`src/rtl/prio_enc_arb.sv`:
```
// Registered N-input priority encoder with a valid/ready output handshake.
// Supports fixed (highest index wins) or round-robin priority via RR_MODE.
module prio_enc_arb #(
  parameter int N       = 8,
  parameter int W       = 3,
  parameter bit RR_MODE = 1'b0
) (
  input  logic         clk,
  input  logic         rst_n,
  input  logic [N-1:0] req,
  input  logic         en,
  output logic [W-1:0] out_idx,
  output logic [N-1:0] out_onehot,
  output logic         out_valid,
  input  logic         out_ready,
  output logic         busy
);

  typedef enum logic {IDLE, HOLD} state_e;

  localparam int unsigned     NU   = N;
  localparam logic [W-1:0]    LAST = W'(N-1);

  state_e       state_q, state_d;
  logic [W-1:0] idx_q, idx_d;
  logic [W-1:0] ptr_q, ptr_d;
  logic [N-1:0] oh_q, oh_d;
  logic [W-1:0] win;
  logic [N-1:0] win_oh;
  logic         found;
  logic         load;
  logic         hs;
  int unsigned  cand;

  // Round-robin search walks ptr, ptr-1, ... wrapping modulo N, so indices
  // >= N can never be selected even when N is not a power of two.
  always_comb begin
    win   = '0;
    found = 1'b0;
    cand  = 0;
    if (RR_MODE) begin
      for (int unsigned i = 0; i < NU; i++) begin
        cand = 32'(ptr_q) + NU - i;
        if (cand >= NU) cand = cand - NU;
        if (!found && req[cand[W-1:0]]) begin
          win   = cand[W-1:0];
          found = 1'b1;
        end
      end
    end else begin
      for (int unsigned i = 0; i < NU; i++) begin
        if (req[i]) win = W'(i);
      end
    end
    win_oh      = '0;
    win_oh[win] = 1'b1;
  end

  always_comb begin
    state_d = state_q;
    idx_d   = idx_q;
    oh_d    = oh_q;
    ptr_d   = ptr_q;
    hs      = (state_q == HOLD) && out_ready;
    load    = en && (|req) && ((state_q == IDLE) || out_ready);

    if (hs && RR_MODE) begin
      ptr_d = (idx_q == '0) ? LAST : idx_q - W'(1);
    end

    // A fresh load selects with the pre-update ptr_q, even on a retiring edge.
    if (load) begin
      state_d = HOLD;
      idx_d   = win;
      oh_d    = win_oh;
    end else if (hs) begin
      state_d = IDLE;
      oh_d    = '0;
    end
  end

  always_ff @(posedge clk) begin
    if (!rst_n) begin
      state_q <= IDLE;
      idx_q   <= '0;
      oh_q    <= '0;
      ptr_q   <= LAST;
    end else begin
      state_q <= state_d;
      idx_q   <= idx_d;
      oh_q    <= oh_d;
      ptr_q   <= ptr_d;
    end
  end

  assign out_idx    = idx_q;
  assign out_onehot = oh_q;
  assign out_valid  = (state_q == HOLD);
  assign busy       = (state_q == HOLD);

endmodule

```
`config.mk`:
```
export PLATFORM = sky130hd
export DESIGN_NAME = prio_enc_arb
export DESIGN_NICKNAME = d
export VERILOG_FILES = /design/src/rtl/prio_enc_arb.sv
export SDC_FILE = /design/constraint.sdc
export NUM_CORES = 1
export LEC_CHECK = 0
export CAP_MARGIN = 20
export CORE_AREA = 2 2 39 41
export CTS_BUF_LIST = sky130_fd_sc_hd__clkbuf_4
export DETAILED_ROUTE_END_ITERATION = 8
export DIE_AREA = 0 0 41 43
export PLACE_DENSITY = 0.78
export SYNTH_ARGS = -nofsm -noshare
export SYNTH_HDL_FRONTEND = slang
export SYNTH_SLANG_ARGS = --single-unit
```
`constraint.sdc`:
```
create_clock -name clk -period 2.8 [get_ports clk]
set_input_delay 0.42 -clock clk [delete_from_list [all_inputs] [get_ports clk]]
set_output_delay 0.42 -clock clk [all_outputs]
set_load 0.01 [all_outputs]
```
==> flow_metrics.py, run 1 <==
metrics = {
    "critical_path": {
        "cp.required_ns": 3.02,
        "cp_data_arrival_time_ns": 2.04,
        "path_depth": 5,
        "critPathLaunchType": "input port",
        "worstSetupEndpoint": "out_onehot[0]",
        "r2r_end": "out_onehot[1]",
        "regToRegStartpoint": "busy",
        "slowest_delay_ns": 0.53,
        "cpLargestDelayFamily": "compound AO/OA/AOI/OAI gates",
        "slowest_stage": "clkdlybuf4s50_1",
        "startpoint": "req[7]",
        "worstSetupPathType": "in -> reg",
        "path_cells": "clkdlybuf4s50_1 > nor4_2 > nand2_2 > a221oi_4 > a22o_1",
        "r2r_slack_ns": 1.46,
        "path_buf_inv": 1,
        "cp_max_fo": 8,
        "critPathCaptureType": "flip-flop",
        "reg2reg_depth": 4,
    },
    "synthesis": {
        "syn_avg_cell_area_sq_um": 9.81,
        "async_reset_ff_frac": 0,
        "synth_top_area_share": 0.430,
        "ys_seq_area_frac": 0.430,
        "yosys.area.top_type": "dfxtp_1",
        "ys_ff_latch": 12,
        "ys_top_cells_by_area": "dfxtp_1, a32o_1, a221oi_4",
        "syn-num-nets": 69,
        "syn_inst": 57,
        "synth_area_sq_um": 559,
        "synth.distinct_cells": 24,
        "synth_edf_count": 0,
        "yosys_most_used_dff": "dfxtp_1",
        "ys.warnings.count": 0,
    },
    "sta": {
        "relSlewSlack": 0.696,
        "period_share": 0.650,
        "setup_tns_ns": 0,
        "fin_ws_ns": 0.981,
        "grt_setup_unrepaired": "no",
        "fin_skew_ns": 0.000998,
        "max_clock_freq_mhz": 550,
        "period_needed_ns": 1.82,
        "worst_pin_slew_ns": 0.450,
        "finalMaxSlewViolations": 0,
        "setup_viol": 0,
        "finalHoldViolations": 0,
    },
    "global_routing": {
        "antenna_found_initial": 0,
        "grt_use_met1": 0.227,
        "globalRouteMet3Util": 0.0628,
        "grt_pass1_wl_um": 2040,
        "grt_use_met2": 0.244,
        "grt-ovfl-total": 0,
        "grt_max_degree": 9,
        "grt_pass1_vias": 478,
        "busiest_layer": "met2",
        "grt.total_usage": 0.173,
    },
    "power_and_ir_drop": {
        "swShare": 0.258,
        "clock_power_share": 0.296,
        "p_per_area_nw_per_um2": 433,
        "power_frac_comb": 0.203,
        "netSwitchingPower_mw": 0.0938,
        "p_seq_frac": 0.501,
        "p_int_mw": 0.269,
        "ir_worst_vdd_mv": 0.231,
        "leakagePower_nw": 0.319,
    },
    "clock_network": {
        "hold_buffers": 0,
        "clockRootBuffer": "clkbuf_4",
        "cts_setup_buffers": 0,
        "cts_made_buffers": 3,
        "htreeDepth": 1,
        "path_clk_slew_ns": 0.07,
        "cts_buffer_depth": 2,
        "cts_resized": 0,
        "cts_tree": "done",
        "clkLatencyLatePin_ns": 0.27,
        "cts_sinks": 12,
    },
    "worst_hold_path": {
        "hold_class": "reg -> reg",
    },
    "placement": {
        "place.gp.congestion": 0.850,
        "place_area_sq_um": 812,
        "port_buffers": 24,
        "place_ws_ns": 0.715,
        "post-dp-hpwl_um": 976,
    },
    "die": {
        "die-area_sq_um": 1760,
        "core_sq_um": 1380,
        "die_h_um": 43,
        "pin_count": 25,
        "die_w_um": 41,
        "fp-row-count": 14,
        "initial_core_util": 0.404,
    },
    "drt": {
        "drc": 0,
        "vias_per_cell": 5.48,
        "drt_iter0_drc": 8,
        "routedWlPerCell_um": 12.5,
        "antenna_left": 0,
        "drtPass1Iterations": 4,
        "routed_wirelength_um": 1250,
        "vias": 548,
    },
    "finish": {
        "diodes": 0,
        "final_layout_size_suffix_gt1_frac": 0.119,
        "nets": 97,
        "fin_area_sq_um": 838,
        "area.growth.synth_to_final_pct": 49.9,
    },
    "run_status": {
        "outcome": "completed",
    },
    "job": {
        "drv_cap": 0,
    },
}
## Yosys cell counts, types with 2 or more instances
| master | number |
|---|---|
| a21oi_1 | 5 |
| a32o_1 | 3 |
| a22o_1 | 3 |
| nand2_1 | 5 |
| a32o_2 | 2 |
| inv_1 | 3 |
| nor2_1 | 6 |
| dfxtp_1 | 12 |
| nand2b_1 | 2 |
| nor3_1 | 2 |
## state kept, by name, indices dropped and copies added, names as in the netlist
name,cells
out_idx,3
out_onehot,8
busy,1
## kinds of logic (layout without fill, tap and decap cells)
logic type / count (synthesis) / count (layout) / share of synthesized area
compound gates: 18 / 18 / 0.286
buf+inv: 4 / 31 / 0.0336
simple gates: 23 / 23 / 0.251
flops: 12 / 12 / 0.430
## layout by cell type (no fill, tap or decap), types with 2 or more instances in the layout
| cell type | count |
|---|---|
| nor2_1 | 6 |
| inv_1 | 3 |
| dfxtp_1 | 12 |
| clkbuf_4 | 3 |
| a32o_2 | 2 |
| a32o_1 | 3 |
| clkdlybuf4s50_1 | 24 |
| a21oi_1 | 5 |
| nor3_1 | 2 |
| nand2_1 | 5 |
| nand2b_1 | 2 |
| a22o_1 | 3 |
## layer usage
layer | vias to the layer above | share of wire
met5 | - | 0
met4 | 0 | 0.011
met3 | 3 | 0.060
met2 | 20 | 0.48
met1 | 253 | 0.45
li1 | 272 | -
## worst min path at each step
stage	from	endpoint	depth (start not counted)
floorplan	out_idx[2]	out_idx[2]	2
global placement	out_onehot[5]	out_onehot[5]	1
detailed placement	out_onehot[7]	out_onehot[7]	1
CTS	out_idx[2]	out_idx[2]	2
global route	out_onehot[3]	out_onehot[3]	1
finish	out_onehot[7]	out_onehot[7]	1
## worst reg2reg max path, stage by stage (launching register included)
cell,delay (ns)
dfxtp_1,0.36
nand2b_1,0.15
nand2_1,0.12
nor4b_1,0.42
a32o_2,0.24
## through the flow
| stage | util | total power, mW | cells | hold slack, ns |
|---|---|---|---|---|
| 2_1_floorplan | - | 0.218 | 57 | 0.494 |
| 3_3_place_gp | 0.587 | 0.259 | 96 | 0.464 |
| 3_5_place_dp | 0.587 | 0.260 | 96 | 0.465 |
| 4_1_cts | 0.606 | 0.368 | 100 | 0.485 |
| 5_1_grt | 0.606 | 0.380 | 100 | 0.497 |
| 6_report | 0.606 | 0.363 | 100 | 0.476 |
## area by class of cell
type | instances | area [sq um]
multi-input combinational | 41 | 300
clock buffer | 3 | 22.5
clock inverter | 1 | 3.75
sequential | 12 | 240
inverter | 3 | 11.3
fill | 143 | 546
timing repair buffer | 24 | 240
tap | 16 | 20.0
## power groups by stage
stage	logic (mW)	clock network [mW]	registers (mW)
6_report	0.0739	0.107	0.182
5_1_grt	0.0807	0.117	0.183
4_1_cts	0.0740	0.112	0.182
3_5_place_dp	0.0736	0	0.186
3_3_place_gp	0.0730	0	0.186
2_1_floorplan	0.0288	0	0.189
No activity file was read; power rests on OpenSTA's default activity.
==> run 2, diff against run 1 <==
--- a/config.mk
+++ b/config.mk
@@ -6,11 +6,10 @@
 export NUM_CORES = 1
 export LEC_CHECK = 0
 export CAP_MARGIN = 20
-export CORE_AREA = 2 2 39 41
+export CORE_UTILIZATION = 41
 export CTS_BUF_LIST = sky130_fd_sc_hd__clkbuf_4
 export DETAILED_ROUTE_END_ITERATION = 8
-export DIE_AREA = 0 0 41 43
-export PLACE_DENSITY = 0.78
+export PLACE_DENSITY = 0.76
 export SYNTH_ARGS = -nofsm -noshare
 export SYNTH_HDL_FRONTEND = slang
 export SYNTH_SLANG_ARGS = --single-unit
==> constraint.sdc (replaced) <==
create_clock -name clk -period 1.7 [get_ports clk]
set_input_delay 0.255 -clock clk [delete_from_list [all_inputs] [get_ports clk]]
set_output_delay 0.255 -clock clk [all_outputs]
set_load 0.01 [all_outputs]
==> run 2 against run 1 <==
Effect of this change:
- sequential share of layout area decreased by 3.0 points
- clock-buffer cell count stayed put
- global-route usage rose by 6.5 points
- first-iteration DRC count is 50% higher
- clock power up 62%
- register-to-register slack worse by 1.1 ns
- cell area grew 12%
- critical path type unchanged
- critical endpoint unchanged
==> flow_metrics.py, run 2 (same netlist as run 1, synthesis figures left out) <==
metrics = {
    "drt": {
        "drtPass1Iterations": 5,
        "vias_per_cell": 5.54,
        "drc": 0,
        "drt_iter0_drc": 12,
        "routedWlPerCell_um": 14.8,
        "vias": 609,
        "routed_wirelength_um": 1630,
        "antenna_left": 0,
    },
    "die": {
        "pin_count": 25,
        "core_sq_um": 1190,
        "fp-row-count": 12,
        "die-area_sq_um": 1520,
        "die_h_um": 38.9,
        "die_w_um": 38.9,
        "initial_core_util": 0.472,
    },
    "run_status": {
        "outcome": "completed",
    },
    "finish": {
        "largest_reg_flops": 8,
        "layout_commonest_cell": "clkdlybuf4s50_1",
        "diodes": 0,
        "area.growth.synth_to_final_pct": 67.6,
        "nFillCells": 82,
        "final_layout_size_suffix_gt1_frac": 0.229,
        "nets": 109,
        "layout_common_cells": "clkdlybuf4s50_1, dfxtp_1, buf_4",
        "final_util": 0.790,
        "fin_area_sq_um": 937,
    },
    "global_routing": {
        "grt_pass1_vias": 545,
        "grt_max_degree": 9,
        "grt.total_usage": 0.238,
        "grt_pass1_wl_um": 2380,
        "grt-ovfl-total": 0,
        "antenna_found_initial": 0,
    },
    "sta": {
        "finalHoldViolations": 0,
        "period_needed_ns": 1.62,
        "worst_pin_slew_ns": 0.413,
        "finalMaxSlewViolations": 0,
        "max_clock_freq_mhz": 616,
        "fin_skew_ns": 0.00966,
        "period_share": 0.955,
        "relSlewSlack": 0.722,
        "grt_setup_unrepaired": "no",
        "setup_viol": 0,
    },
    "placement": {
        "place_area_sq_um": 892,
        "port_buffers": 24,
        "post-dp-hpwl_um": 1270,
        "place.gp.congestion": 0.833,
    },
    "power_and_ir_drop": {
        "leakagePower_nw": 0.387,
        "ir_worst_vdd_mv": 0.637,
        "p_per_area_nw_per_um2": 659,
    },
    "clock_network": {
        "cts_made_buffers": 3,
        "path_clk_slew_ns": 0.08,
        "cts_tree": "done",
        "htreeDepth": 1,
        "cts_sinks": 12,
        "clockRootBuffer": "clkbuf_4",
        "clkLatencyLatePin_ns": 0.27,
        "hold_buffers": 0,
        "cts_buffer_depth": 2,
    },
    "critical_path": {
        "cp.required_ns": 1.92,
        "critPathCaptureType": "flip-flop",
        "cp_data_arrival_time_ns": 1.84,
        "worstSetupPathType": "in -> reg",
        "critPathLaunchType": "input port",
        "cp_max_fo": 8,
    },
    "worst_hold_path": {
        "hold_class": "reg -> reg",
    },
    "job": {
        "drv_cap": 0,
    },
}
## run 2: cell count changes in the layout (fill, tap and decap cells not counted)
cell             delta
buf_4              +12
nor4_4              +1
clkdlybuf4s50_1     -1
nor4_2              -1
dlymetal6s2s_1      +1
## run 2: stage by stage
step / hold slack, ns / cells / TNS (ns) / setup slack (ns) / power [mW]
after global placement: 0.452 / 105 / -0.883 / -0.118 / 0.442
after CTS: 0.490 / 109 / 0 / 0.0575 / 0.622
after floorplan: 0.380 / 57 / 0 / 0.408 / 0.359
after detailed placement: 0.464 / 105 / -1.73 / -0.231 / 0.446
after global routing: 0.504 / 110 / 0 / 0.0232 / 0.649
final: 0.478 / 110 / 0 / 0.0759 / 0.617
## run 2: timing repair
action                     in CTS  in global routing
setup endpoints to repair       0                  8
setup buffers                   0                  1
hold endpoints to repair        0                  0
resized for setup               0                  2
## run 2: report_power, final
group          switching, mW  internal [mW]
combinational         0.0650         0.0786
sequential           0.00792          0.292
clock                 0.0887         0.0848
total                  0.162          0.456
## run 2: layout make-up
type | instances | area (sq um) | share of cell area
Sequential cell | 12 | 240 | 0.256
Tap cell | 14 | 17.5 | 0.0187
Clock buffer | 3 | 22.5 | 0.0240
Multi-Input combinational cell | 41 | 309 | 0.330
Clock inverter | 1 | 3.75 | 0.00401
Inverter | 3 | 11.3 | 0.0120
Timing Repair Buffer | 36 | 333 | 0.355
## run 2: critical path, stage by stage
cell             delay (ns)
clkdlybuf4s50_1        0.48
nor4_4                 0.34
nand2_2                0.12
a221oi_4               0.43
a22o_1                 0.21
## run 2: worst paths after layout
kind	startpoint	to	slack (ns)	cells after the start
worst max-delay path	req[6]	out_onehot[0]	0.08	5
worst min-delay path	out_onehot[1]	out_onehot[1]	0.48	1
worst max register to register	busy	out_onehot[1]	0.36	5
worst min register to register	out_onehot[1]	out_onehot[1]	0.48	1
## run 2: layer usage
metal | vias to the layer above | global-route usage | share of wire
met5 | - | 0 | 0
met4 | 0 | 0.0259 | 0
met3 | 0 | 0.104 | 0.068
met2 | 29 | 0.404 | 0.50
met1 | 284 | 0.283 | 0.43
li1 | 296 | - | -
